<file path="src/rtl/async_fifo_write_ctrl_pkg.sv">
// Shared FIFO pointer helpers, used by both the write-side and the read-side
// controllers of the clock-crossing FIFO.
//   PTR_WIDTH(aw)        pointer width: one wrap bit above the address bits
//   DEPTH(aw)            number of FIFO entries
//   fifoOccupancy(w,r,a) (w - r) modulo 2^(a+1), zero-extended to 32 bits
package fifo_pkg;

    function automatic int unsigned PTR_WIDTH(input int unsigned addr_width);
        return addr_width + 1;
    endfunction

    function automatic int unsigned DEPTH(input int unsigned addr_width);
        return 32'd1 << addr_width;
    endfunction

    function automatic logic [31:0] fifoOccupancy(input logic [31:0] wr,
                                                  input logic [31:0] rd,
                                                  input int unsigned addr_width);
        logic [31:0] mask;
        mask = (32'd1 << (addr_width + 1)) - 32'd1;
        return (wr - rd) & mask;
    endfunction

endpackage

</file>
<file path="src/rtl/async_fifo_write_ctrl_if.sv">
// Write-side bus of the clock-crossing FIFO.
//   push           write request
//   ramWriteEnable RAM write strobe
//   ramWriteAddr   RAM write address
//   wrPtr          binary write pointer towards the Gray-code CDC pipe
//   rdPtrSynced    binary read pointer coming back from the CDC pipe
//   usedw          registered occupancy
//   full           backpressure (combinational from registers)
//   almostFull     registered early-warning flag
//   overflowError  sticky: push attempted while full
//   pointerError   sticky: read pointer appeared ahead of write pointer
// master = upstream writer / read-side pipe, slave = write controller.
interface async_fifo_write_ctrl_if #(
    parameter int unsigned ADDR_WIDTH = 4
);
    logic                  push;
    logic                  ramWriteEnable;
    logic [ADDR_WIDTH-1:0] ramWriteAddr;
    logic [ADDR_WIDTH:0]   wrPtr;
    logic [ADDR_WIDTH:0]   rdPtrSynced;
    logic [ADDR_WIDTH:0]   usedw;
    logic                  full;
    logic                  almostFull;
    logic                  overflowError;
    logic                  pointerError;

    modport master (
        output push, rdPtrSynced,
        input  ramWriteEnable, ramWriteAddr, wrPtr, usedw,
               full, almostFull, overflowError, pointerError
    );

    modport slave (
        input  push, rdPtrSynced,
        output ramWriteEnable, ramWriteAddr, wrPtr, usedw,
               full, almostFull, overflowError, pointerError
    );
endinterface

</file>
<file path="src/rtl/fifo_occupancy_flags.sv">
// Pure combinational occupancy and level compare for one pointer pair.
//   wr_ptr, rd_ptr  binary pointers (ADDR_WIDTH+1 bits)
//   occupancy       wr_ptr - rd_ptr modulo pointer range
//   full            occupancy == DEPTH
//   almost_full     free entries <= ALMOST_FULL_MARGIN (or pointers corrupt)
//   pointer_error   occupancy > DEPTH, i.e. read side appears ahead
module fifo_occupancy_flags
    import fifo_pkg::*;
#(
    parameter int unsigned ADDR_WIDTH         = 4,
    parameter int unsigned ALMOST_FULL_MARGIN = 4
) (
    input  logic [PTR_WIDTH(ADDR_WIDTH)-1:0] wr_ptr,
    input  logic [PTR_WIDTH(ADDR_WIDTH)-1:0] rd_ptr,
    output logic [PTR_WIDTH(ADDR_WIDTH)-1:0] occupancy,
    output logic                             full,
    output logic                             almost_full,
    output logic                             pointer_error
);
    localparam int unsigned PW = PTR_WIDTH(ADDR_WIDTH);
    localparam int unsigned D  = DEPTH(ADDR_WIDTH);

    logic [31:0] diff;

    always_comb begin
        diff          = fifoOccupancy(32'(wr_ptr), 32'(rd_ptr), ADDR_WIDTH);
        occupancy     = diff[PW-1:0];
        full          = (diff == D);
        pointer_error = (diff > D);
        // An impossible occupancy counts as "no room left" so the free-count
        // subtraction below never sees a wrapped value.
        almost_full   = pointer_error || ((D - diff) <= ALMOST_FULL_MARGIN);
    end
endmodule

</file>
<file path="src/rtl/async_fifo_write_ctrl.sv">
// Write-side pointer/flag controller of the clock-crossing FIFO.
//   clk      write-domain clock
//   aresetn  asynchronous active-low reset (deassertion synchronised outside)
//   bus      slave side of async_fifo_write_ctrl_if (push in, RAM strobe,
//            pointer, occupancy and flags out)
// A write is accepted when push && !full; wrPtr advances on the next edge.
module async_fifo_write_ctrl
    import fifo_pkg::*;
#(
    parameter int unsigned ADDR_WIDTH         = 4,
    parameter int unsigned ALMOST_FULL_MARGIN = 4
) (
    input  logic                    clk,
    input  logic                    aresetn,
    async_fifo_write_ctrl_if.slave  bus
);
    localparam int unsigned PW = PTR_WIDTH(ADDR_WIDTH);

    logic [PW-1:0] wr_ptr_q;
    logic [PW-1:0] wr_ptr_next;
    logic [PW-1:0] usedw_q;
    logic          almost_full_q;
    logic          overflow_q;
    logic          pointer_error_q;
    logic          accept;
    logic          full;

    logic [PW-1:0] cur_occ;
    logic          cur_full;
    logic          cur_af;
    logic          cur_perr;
    logic [PW-1:0] nxt_occ;
    logic          nxt_full;
    logic          nxt_af;
    logic          nxt_perr;
    logic          unused_flags;

    // Current pointers: drive full and the pointer-error detector.
    fifo_occupancy_flags #(
        .ADDR_WIDTH         (ADDR_WIDTH),
        .ALMOST_FULL_MARGIN (ALMOST_FULL_MARGIN)
    ) u_cur_flags (
        .wr_ptr        (wr_ptr_q),
        .rd_ptr        (bus.rdPtrSynced),
        .occupancy     (cur_occ),
        .full          (cur_full),
        .almost_full   (cur_af),
        .pointer_error (cur_perr)
    );

    // Post-increment pointer: next-state values of usedw / almostFull.
    fifo_occupancy_flags #(
        .ADDR_WIDTH         (ADDR_WIDTH),
        .ALMOST_FULL_MARGIN (ALMOST_FULL_MARGIN)
    ) u_nxt_flags (
        .wr_ptr        (wr_ptr_next),
        .rd_ptr        (bus.rdPtrSynced),
        .occupancy     (nxt_occ),
        .full          (nxt_full),
        .almost_full   (nxt_af),
        .pointer_error (nxt_perr)
    );

    assign unused_flags = ^{cur_occ, cur_af, nxt_full, nxt_perr};

    // full depends only on registers, never on push. An out-of-range
    // difference or a latched pointer error also blocks writes.
    assign full        = cur_full || cur_perr || pointer_error_q;
    assign accept      = bus.push && !full;
    assign wr_ptr_next = accept ? wr_ptr_q + 1'b1 : wr_ptr_q;

    always_ff @(posedge clk or negedge aresetn) begin
        if (!aresetn) begin
            wr_ptr_q        <= '0;
            usedw_q         <= '0;
            almost_full_q   <= 1'b0;
            overflow_q      <= 1'b0;
            pointer_error_q <= 1'b0;
        end else begin
            wr_ptr_q      <= wr_ptr_next;
            usedw_q       <= nxt_occ;
            almost_full_q <= nxt_af;
            if (bus.push && full) begin
                overflow_q <= 1'b1;
            end
            if (cur_perr) begin
                pointer_error_q <= 1'b1;
            end
        end
    end

    assign bus.ramWriteEnable = accept;
    assign bus.ramWriteAddr   = wr_ptr_q[ADDR_WIDTH-1:0];
    assign bus.wrPtr          = wr_ptr_q;
    assign bus.usedw          = usedw_q;
    assign bus.full           = full;
    assign bus.almostFull     = almost_full_q;
    assign bus.overflowError  = overflow_q;
    assign bus.pointerError   = pointer_error_q;
endmodule

</file>
<file path="src/flat_wrapper.sv">
// flat-port wrapper written by rule: the top's interface ports become plain ports
module async_fifo_write_ctrl_flat import fifo_pkg::*;
#(
    parameter int unsigned ADDR_WIDTH         = 4,
    parameter int unsigned ALMOST_FULL_MARGIN = 4
)
  (clk, aresetn, bus_push, bus_rdPtrSynced, bus_ramWriteEnable, bus_ramWriteAddr, bus_wrPtr, bus_usedw, bus_full, bus_almostFull, bus_overflowError, bus_pointerError);
  async_fifo_write_ctrl_if #(.ADDR_WIDTH(ADDR_WIDTH)) bus_i ();
  input  logic clk;
  input  logic aresetn;
  input wire logic [$bits(bus_i.push)-1:0] bus_push;
  input wire logic [$bits(bus_i.rdPtrSynced)-1:0] bus_rdPtrSynced;
  output wire logic [$bits(bus_i.ramWriteEnable)-1:0] bus_ramWriteEnable;
  output wire logic [$bits(bus_i.ramWriteAddr)-1:0] bus_ramWriteAddr;
  output wire logic [$bits(bus_i.wrPtr)-1:0] bus_wrPtr;
  output wire logic [$bits(bus_i.usedw)-1:0] bus_usedw;
  output wire logic [$bits(bus_i.full)-1:0] bus_full;
  output wire logic [$bits(bus_i.almostFull)-1:0] bus_almostFull;
  output wire logic [$bits(bus_i.overflowError)-1:0] bus_overflowError;
  output wire logic [$bits(bus_i.pointerError)-1:0] bus_pointerError;
  assign bus_i.push = bus_push;
  assign bus_i.rdPtrSynced = bus_rdPtrSynced;
  assign bus_ramWriteEnable = bus_i.ramWriteEnable;
  assign bus_ramWriteAddr = bus_i.ramWriteAddr;
  assign bus_wrPtr = bus_i.wrPtr;
  assign bus_usedw = bus_i.usedw;
  assign bus_full = bus_i.full;
  assign bus_almostFull = bus_i.almostFull;
  assign bus_overflowError = bus_i.overflowError;
  assign bus_pointerError = bus_i.pointerError;
  async_fifo_write_ctrl #(.ADDR_WIDTH(ADDR_WIDTH), .ALMOST_FULL_MARGIN(ALMOST_FULL_MARGIN)) u_core (.clk(clk), .aresetn(aresetn), .bus(bus_i));
endmodule
</file>
<file path="config.mk">
export PLATFORM = sky130hd
export DESIGN_NAME = async_fifo_write_ctrl_flat
export DESIGN_NICKNAME = d
export VERILOG_FILES = /design/src/rtl/async_fifo_write_ctrl_pkg.sv /design/src/rtl/async_fifo_write_ctrl_if.sv /design/src/rtl/fifo_occupancy_flags.sv /design/src/rtl/async_fifo_write_ctrl.sv /design/src/flat_wrapper.sv
export SDC_FILE = /design/constraint.sdc
export NUM_CORES = 1
export LEC_CHECK = 0
export ABC_AREA = 1
export CORE_UTILIZATION = 52
export CTS_BUF_LIST = sky130_fd_sc_hd__clkbuf_4 sky130_fd_sc_hd__clkbuf_8
export DETAILED_ROUTE_END_ITERATION = 8
export PLACE_DENSITY = 0.95
export SLEW_MARGIN = 5
export SYNTH_ARGS = -nofsm -noshare
export SYNTH_HDL_FRONTEND = slang
export SYNTH_SLANG_ARGS = --single-unit
</file>
<file path="constraint.sdc">
create_clock -name clk -period 8.72 [get_ports clk]
set_clock_uncertainty 0.15 [all_clocks]
set_input_delay 2.18 -clock clk [delete_from_list [all_inputs] [get_ports clk]]
set_output_delay 2.18 -clock clk [all_outputs]
set_load 0.01 [all_outputs]
</file>
==> flow_metrics.py <==
metrics = {
    "outcome": {
        "status": "finished with violations",
        "failed_checks": "design-rule violations",
    },
    "detailed_routing": {
        "via_per_inst": 5.08,
        "ant_nets": 0,
        "drcViolationCount": 3,
        "post_drt_wl_per_cell_um": 12.8,
        "drtIter0Drc": 22,
        "wl_um": 1850,
        "num_vias": 736,
        "drt-pass1-iter-count": 6,
    },
    "cts": {
        "ctsHoldBuffers": 0,
        "post_cts_buffers": 0,
        "clk_pin_slew_ps": 80,
        "root_buffer": "clkbuf_4",
        "cts-resized-gates": 0,
        "cts_max_level": 1,
        "cts_tree": "done",
        "cts_buffer_depth": 2,
        "clkSinkCount": 13,
        "insertion_delay_ps": 270,
        "cts-buffers-inserted": 3,
    },
    "synth": {
        "ys_warn_count": 0,
        "netlist_area_um2": 906,
        "synth_seq_cells": 13,
        "yosysSeqAreaShare_pct": 35.9,
        "synthCells": 103,
        "synth_fp_nets": 121,
        "ys_types": 23,
        "avgSynthCellArea_um2": 8.79,
    },
    "worst_setup_path": {
        "crit_buf_inv": 3,
        "crit_top_cell": "nand2_1",
        "startpoint": "bus_rdPtrSynced[1]",
        "r2r_start": "u_core.bus.wrPtr[0]",
        "worstSetupEndpointType": "output pin",
        "path_delay_family": "buffers and inverters",
        "critPathRequiredTime_ps": 6390,
        "path_class": "input pin to output pin",
        "start_kind": "input pin",
        "slowest_stage": "clkdlybuf4s50_1",
        "cp_slowest_stage_delay_ps": 560,
        "crit_path_cell_trace": "clkdlybuf4s50_1 -> inv_1 -> ha_1 -> nand2_1 -> nand2_1 -> nand2_2 -> nand2_1 -> nand2_1 -> nand2_2 -> nand2_4 -> nor2_8 -> clkdlybuf4s50_1",
        "cp_data_arrival_time_ps": 4380,
        "cp_max_fo": 10,
    },
    "floorplanning": {
        "die_area_um2": 1910,
        "fp.dieW_um": 43.7,
        "fp.coreArea_um2": 1560,
        "pin_count": 27,
        "start_util_pct": 58.1,
        "die_h_um": 43.7,
        "rows": 14,
    },
    "timing": {
        "finalMaxSlewViolations": 0,
        "setup_viol": 0,
        "fin_crit_sh_pct": 77.0,
        "worst_pin_slew_ps": 563,
        "layout_setup_ws_ps": 2010,
        "fmax_mhz": 149,
        "hold_violations": 0,
        "setup_tns_ps": 0,
        "slew_headroom_pct": 62.3,
        "hold_ws_ps": 329,
        "rsz0062_at_grt": "false",
        "period_needed_ps": 6710,
    },
    "layout": {
        "layout_common_cells": "clkdlybuf4s50_1, inv_1, nand2_1, dfrtp_1, ha_1",
        "area_delta_synth_final_pct": 30.9,
        "seqCellArea_um2": 325,
        "final_util_pct": 76.1,
        "fill_cells": 95,
        "drive_gt1_share_pct": 10.9,
        "antenna_cells": 0,
        "multi_input_area_um2": 470,
        "layout_commonest_cell": "clkdlybuf4s50_1",
        "layout.nets": 148,
    },
    "global_route": {
        "grt_pass1_vias": 720,
        "grt_max_degree": 14,
        "track_usage_pct": 22.3,
        "antenna_found_initial": 0,
        "grt_overflow": 0,
        "grt_pass1_wl_um": 3160,
    },
    "flow_run": {
        "cap_violations": 0,
    },
    "place": {
        "routabilityCongestion": 0.902,
        "dpl_worst_slack_ps": 2050,
        "port_buffers": 26,
        "place.detailed.hpwl_um": 1450,
    },
    "worst_hold_path": {
        "hp-class": "flop to flop",
        "min_from": "u_core.bus.overflowError",
    },
    "pwr": {
        "power-per-cell-area_nw_per_um2": 106,
        "p_total_mw": 0.125,
        "p_leak_nw": 0.637,
        "ir_worst_vdd_mv": 0.0640,
    },
}
final timing paths:
kind	to	cells after the start	slack, ps
worst max-delay path	bus_ramWriteEnable	12	2010
max in group asynchronous	u_core.bus.usedw[0]	1	5930
worst max register to register	u_core.bus.almostFull	20	5390
worst min register to register	u_core.bus.overflowError	1	330
min in group asynchronous	u_core.bus.wrPtr[1]	1	2110
worst min-delay path	u_core.bus.overflowError	1	330
state kept, by name, summed over array words and instances, names as in the netlist:
register / count
u_core.bus.pointerError: 1
u_core.bus.usedw: 5
u_core.bus.overflowError: 1
u_core.bus.wrPtr: 5
u_core.bus.almostFull: 1
final cells by class:
cell class / instances / area share, %
flip-flops and latches: 13 / 27.4
clock buffers: 4 / 2.53
multi-input cells: 65 / 39.7
repair buffers: 26 / 21.9
well taps: 16 / 1.69
inverters: 21 / 6.75
synth_stat cells (all sizes together):
cell type,count,share of area (%)
nand3,4,2.8
a21oi,6,3.7
dfrtp,13,36
fa,1,2.2
inv,20,8.3
ha,9,12
xor2,6,5.8
nand4,2,1.4
nand2,23,12
o21bai,1,0.83
buf,4,3.3
o2111ai,1,0.97
clkinv,1,0.55
o21ai,5,2.8
xnor2,3,2.9
nand3b,1,0.83
nor2,3,3.0
report_power, final:
group	switching, mW	internal (mW)	leakage (nW)
registers	0.000529	0.0626	0.157
clock network	0.0195	0.0208	0.0184
logic	0.0110	0.0110	0.462
per-stage QoR:
stage / instances / area (um2)
detailed placement: 141 / 1160
finish: 145 / 1190
global placement: 141 / 1160
CTS: 145 / 1190
global route: 145 / 1190
floorplan: 103 / 906
per-layer routing:
metal	vias to the layer above	routed length, um	GRT usage, %
met1	333	806	29.1
met5	-	0	0
met4	0	9	6.25
li1	372	-	-
met3	2	100	5.00
met2	29	936	37.0
kinds of logic after synthesis:
logic type               share of synthesized area (%)
XOR/XNOR                                          8.70
adder cells (fa/ha/maj)                           14.6
AO/OA/AOI/OAI                                     8.29
flip-flops                                        35.9
buffers and inverters                             12.2
AND/OR/NAND/NOR                                   20.3
(Power assumes the default switching activity.)
